--- src/rtl/mem_arbiter_pkg.sv ---
// Shared types and constants for the main-memory arbiter.
package mem_arbiter_pkg;

    localparam int unsigned ADDR_W           = 16;
    localparam int unsigned DATA_W           = 16;
    localparam int unsigned DEF_STARVE_LIMIT = 8;
    localparam int unsigned DEF_CW           = 4;

    typedef enum logic [1:0] {
        ST_IDLE  = 2'd0,
        ST_OWN_I = 2'd1,
        ST_OWN_D = 2'd2,
        ST_WRITE = 2'd3
    } arb_state_t;

    // Command presented on the memory port
    typedef struct packed {
        logic              en;
        logic              wr;
        logic [ADDR_W-1:0] addr;
        logic [DATA_W-1:0] data;
    } mem_cmd_t;

endpackage

--- src/rtl/mem_arb_age_counter.sv ---
// Saturating wait counter that tracks how long the I-cache has been losing arbitration.
module mem_arb_age_counter
    import mem_arbiter_pkg::*;
#(
    parameter int unsigned CW    = DEF_CW,
    parameter int unsigned LIMIT = DEF_STARVE_LIMIT
) (
    input  logic clk,
    input  logic rst,
    input  logic inc,
    input  logic clr,
    output logic sat
);

    localparam logic [CW-1:0] LIMIT_CW = CW'(LIMIT);

    logic [CW-1:0] count;

    // Clear wins over increment; holds once the limit is reached
    always_ff @(posedge clk or posedge rst) begin
        if (rst) begin
            count <= '0;
        end else if (clr) begin
            count <= '0;
        end else if (inc && !sat) begin
            count <= count + CW'(1);
        end
    end

    assign sat = (count == LIMIT_CW);

endmodule

--- src/rtl/mem_arbiter.sv ---
// Single-owner arbiter for the main-memory port: D-side fill, I-side fill and
// write-through stores, fixed priority D over I with an I-cache starvation guard.
module mem_arbiter
    import mem_arbiter_pkg::*;
#(
    parameter int unsigned STARVE_LIMIT = DEF_STARVE_LIMIT,
    parameter int unsigned CW           = DEF_CW
) (
    input  logic              clk,
    input  logic              rst,
    input  logic              ic_req,
    input  logic [ADDR_W-1:0] ic_addr,
    input  logic              dc_req,
    input  logic [ADDR_W-1:0] dc_addr,
    input  logic              wr_req,
    input  logic [ADDR_W-1:0] wr_addr,
    input  logic [DATA_W-1:0] wr_data,
    input  logic              mem_data_valid,
    output logic              ic_grant,
    output logic              dc_grant,
    output logic              wr_ack,
    output logic              ic_data_vld,
    output logic              dc_data_vld,
    output logic              mem_en,
    output logic              mem_wr,
    output logic [ADDR_W-1:0] mem_addr,
    output logic [DATA_W-1:0] mem_data_in
);

    arb_state_t state_q;
    arb_state_t state_d;
    logic       age_sat;
    logic       age_inc;
    logic       age_clr;
    mem_cmd_t   mem_cmd;

    // State register
    always_ff @(posedge clk or posedge rst) begin
        if (rst) begin
            state_q <= ST_IDLE;
        end else begin
            state_q <= state_d;
        end
    end

    // Next-state: an IDLE cycle always separates two ownerships
    always_comb begin
        state_d = state_q;
        unique case (state_q)
            ST_IDLE: begin
                if (age_sat && ic_req) begin
                    state_d = ST_OWN_I;
                end else if (wr_req) begin
                    state_d = ST_WRITE;
                end else if (dc_req) begin
                    state_d = ST_OWN_D;
                end else if (ic_req) begin
                    state_d = ST_OWN_I;
                end
            end
            ST_OWN_I: begin
                if (!ic_req) begin
                    state_d = ST_IDLE;
                end
            end
            ST_OWN_D: begin
                if (!dc_req) begin
                    state_d = ST_IDLE;
                end
            end
            ST_WRITE: begin
                state_d = ST_IDLE;
            end
            default: begin
                state_d = ST_IDLE;
            end
        endcase
    end

    assign age_inc = ic_req && (state_q != ST_OWN_I);
    assign age_clr = !ic_req || (state_d == ST_OWN_I);

    mem_arb_age_counter #(
        .CW    (CW),
        .LIMIT (STARVE_LIMIT)
    ) u_age (
        .clk (clk),
        .rst (rst),
        .inc (age_inc),
        .clr (age_clr),
        .sat (age_sat)
    );

    // Output decode from the registered state; memory port is quiet in IDLE
    always_comb begin
        ic_grant    = 1'b0;
        dc_grant    = 1'b0;
        wr_ack      = 1'b0;
        mem_cmd     = '0;
        unique case (state_q)
            ST_OWN_I: begin
                ic_grant     = 1'b1;
                mem_cmd.en   = 1'b1;
                mem_cmd.addr = ic_addr;
            end
            ST_OWN_D: begin
                dc_grant     = 1'b1;
                mem_cmd.en   = 1'b1;
                mem_cmd.addr = dc_addr;
            end
            ST_WRITE: begin
                wr_ack       = 1'b1;
                mem_cmd.en   = 1'b1;
                mem_cmd.wr   = 1'b1;
                mem_cmd.addr = wr_addr;
                mem_cmd.data = wr_data;
            end
            default: begin
                mem_cmd = '0;
            end
        endcase
    end

    assign mem_en      = mem_cmd.en;
    assign mem_wr      = mem_cmd.wr;
    assign mem_addr    = mem_cmd.addr;
    assign mem_data_in = mem_cmd.data;

    // Read data is only ever steered to the current owner
    assign ic_data_vld = mem_data_valid && ic_grant;
    assign dc_data_vld = mem_data_valid && dc_grant;

endmodule

--- config.mk ---
export PLATFORM = sky130hd
export DESIGN_NAME = mem_arbiter
export DESIGN_NICKNAME = d
export VERILOG_FILES = /design/src/rtl/mem_arbiter_pkg.sv /design/src/rtl/mem_arb_age_counter.sv /design/src/rtl/mem_arbiter.sv
export SDC_FILE = /design/constraint.sdc
export NUM_CORES = 1
export LEC_CHECK = 0
export BUFFER_PORTS_ARGS = -buffer_cell sky130_fd_sc_hd__buf_4
export CAP_MARGIN = 20
export CORE_UTILIZATION = 32
export CTS_CLUSTER_DIAMETER = 100
export CTS_CLUSTER_SIZE = 20
export DETAILED_ROUTE_END_ITERATION = 16
export PLACE_DENSITY_LB_ADDON = 0.15
export SLEW_MARGIN = 10
export SYNTH_ARGS = -nofsm -noshare
export SYNTH_HDL_FRONTEND = slang
export SYNTH_SLANG_ARGS = --single-unit
--- constraint.sdc ---
create_clock -name clk -period 1.4 [get_ports clk]
set_input_delay 0.21 -clock clk [delete_from_list [all_inputs] [get_ports clk]]
set_output_delay 0.21 -clock clk [all_outputs]
set_load 0.05 [all_outputs]
==> results.ini <==
[yosys]
ys_types = 31
netlist_area_um2 = 860.8
ys_seq_area_share_pct = 17.44
netlist_instances = 117
yosysWarnings = 0
syn_area_per_cell_um2 = 7.357
synth_top_area_share_pct = 18.60
syn_nets = 189
synthTopCellsByArea = mux2i_1 19%, dfrtp_1 17%, and3_1 12%
ys_ff_latch = 6
yosysTopAreaCell = mux2i_1

[worst_setup_path]
arrival_ps = 1370
slowest_stage = dfrtp_2
crit_fanout = 13
start_kind = register
crit_path_cell_trace = buf_4 -> buf_6 -> or2_4 -> buf_8
cp-end-kind = output port
worstSetupPathType = reg2out
slowest_delay_ps = 440
required_ps = 1190

[sta]
setup_violations = 36
tns_ps = -3469
fin_crit_ps = 1580
fmax_mhz = 632.7
holdWs_ps = 262.4
setup_ws_ps = -180.4
hold_viol = 0
slew_violations = 0
finClkSkew_ps = 1.730
tightest_slew_ps = 203.0
finalCritPeriodShare_pct = 112.9
max-slew-margin-rel_pct = 86.08
grt_setup_unrepaired = true

[placement]
port_buffers = 108
gp_congestion = 0.6854
post-dp-hpwl_um = 2755

[pwr]
power_density_nw_per_um2 = 1262
p_leak_nw = 1.078
ir_drop_uv = 946.2

[floorplan]
core_region_area_um2 = 2500
die_w_um = 53.87
fp.dieH_um = 53.87
fp-row-count = 18
start_util_pct = 34.43
die_area_um2 = 2901
pin_count = 109

[layout]
layout-drive-gt1-share_pct = 73.59
syn_to_final_growth_pct = 154.1
antenna_cells = 0
nNetsFinal = 305

[clocking]
clk_pin_slew_ps = 50
cts.sinks = 6
clockBufferDepth = 2
cts_tree = done
cts_max_level = 1
insertion_delay_ps = 240
root_buffer = clkbuf_4
numCtsBuffers = 3

[job]
drv_cap = 0

[global_route]
antenna_found_initial = 0
grt_pass1_wl_um = 5292
grt_pass1_vias = 1295
grt_start_max_net_pins = 26
grt_use_total_pct = 24.99
grt-ovfl-total = 0

[detailed_routing]
wl_per_cell_um = 16.31
vias_per_cell = 5.226
drtIter0Drc = 14
route.vias.total = 1364
ant_nets = 0
routed_wl_um = 4257
drt_drc_violations_left = 0
dr.pass1.iters = 4

[outcome]
violations = setup timing
status = complete, but fails checks

[worst_hold_path]
worstHoldPathType = in2reg

metrics by stage:
step	total power [mW]	std cells	setup WS [ps]	util [%]	instance area, um2
floorplan	1.572	117	-128.2	-	935.9
global placement	2.141	254	91.61	72.07	1802
detailed placement	2.175	254	50.10	72.07	1802
CTS	2.571	260	-187.2	81.63	2041
global route	2.884	261	-239.8	87.49	2187
finish	2.760	261	-180.4	87.49	2187
area by class of cell:
| cell class | count | area [um2] |
|---|---|---|
| clock buffers | 3 | 22.52 |
| fillers | 126 | 312.8 |
| inverters | 6 | 22.52 |
| multi-input cells | 94 | 788.3 |
| flip-flops and latches | 6 | 152.6 |
| well taps | 30 | 37.54 |
| repair buffers | 122 | 1164 |
repair_timing:
action                     4_1_cts  5_1_grt
resized for setup               47       32
gates cloned                     0        1
pin swaps                        1        2
hold buffers                     1        0
hold endpoints to repair         6        0
setup buffers                    2        0
setup endpoints to repair       34       43
final timing paths:
path                                            start                          to  slack, ps  depth (start not counted)
max                              state_q[0]$_DFF_PP0_                      mem_en       -180                          4
min                                            ic_req  u_age.count[0]$_DFFE_PP0P_        260                          3
max reg2reg                      state_q[0]$_DFF_PP0_  u_age.count[3]$_DFFE_PP0P_         40                          5
min reg2reg                u_age.count[0]$_DFFE_PP0P_  u_age.count[0]$_DFFE_PP0P_        600                          2
max in group asynchronous                         rst        state_q[0]$_DFF_PP0_        740                          3
min in group asynchronous                         rst  u_age.count[2]$_DFFE_PP0P_        440                          3
synth_stat cells:
| master | instances |
|---|---|
| and3_1 | 16 |
| mux2i_1 | 16 |
| nand2_1 | 16 |
| o21ai_1 | 10 |
| o21ai_0 | 8 |
| dfrtp_1 | 6 |
| inv_1 | 5 |
| clkbuf_1 | 4 |
| nand3_1 | 4 |
| and2_1 | 3 |
| buf_2 | 3 |
| a21oi_1 | 2 |
| buf_4 | 2 |
| buf_6 | 2 |
| ha_1 | 2 |
| nor2_1 | 2 |
| nor2b_1 | 2 |
| a211oi_1 | 1 |
| a31oi_1 | 1 |
| and3b_1 | 1 |
| inv_2 | 1 |
| nand2b_1 | 1 |
| nand3b_1 | 1 |
| nand4_1 | 1 |
| nor3_1 | 1 |
| nor4_2 | 1 |
| o21ba_4 | 1 |
| o41ai_2 | 1 |
| or2_2 | 1 |
| xnor2_1 | 1 |
| xor2_1 | 1 |
cells by family after synthesis:
| family | count (synthesis) | synth area share (%) |
|---|---|---|
| multiplexers | 16 | 18.60 |
| buffers and inverters | 17 | 10.46 |
| adder cells (fa/ha/maj) | 2 | 2.907 |
| XOR/XNOR | 2 | 2.035 |
| AND/OR/NAND/NOR | 50 | 31.54 |
| flip-flops | 6 | 17.44 |
| AO/OA/AOI/OAI | 24 | 17.01 |
per-layer routing:
| layer | share of wire [%] | track usage, % |
|---|---|---|
| met1 | 32 | 23.61 |
| met2 | 58 | 51.03 |
| met3 | 8.0 | 5.650 |
| met4 | 1.7 | 8.333 |
| met5 | 0 | 0 |
power breakdown:
part | switching (mW) | leakage [nW] | internal (mW) | total [mW]
logic | 1.34 | 0.988 | 1.01 | 2.36
clock network | 0.0633 | 0.0138 | 0.0970 | 0.160
registers | 0.0399 | 0.0763 | 0.203 | 0.243
registers in the layout, indices dropped and copies added, names as in the netlist:
name         cells
state_q          2
u_age.count      4
cells in the final DEF, fill, tap and decap left out, types with 2 or more instances in the layout:
cell type,n
a21oi_1,2
and2_4,2
and3_1,2
and3_4,14
buf_12,2
buf_4,75
buf_6,32
buf_8,11
clkbuf_4,3
dfrtp_1,4
dfrtp_2,2
ha_1,2
inv_1,5
mux2i_1,13
mux2i_2,3
nand2_1,16
nand3_1,4
o21ai_2,16
critical path: cells and delay by family (launching register included):
family	cells	cell delay (ps)
buffers and inverters	3	430
DFF	1	440
and+or+nand+nor	1	240
Note: power is estimated with default switching activity, not from simulation.
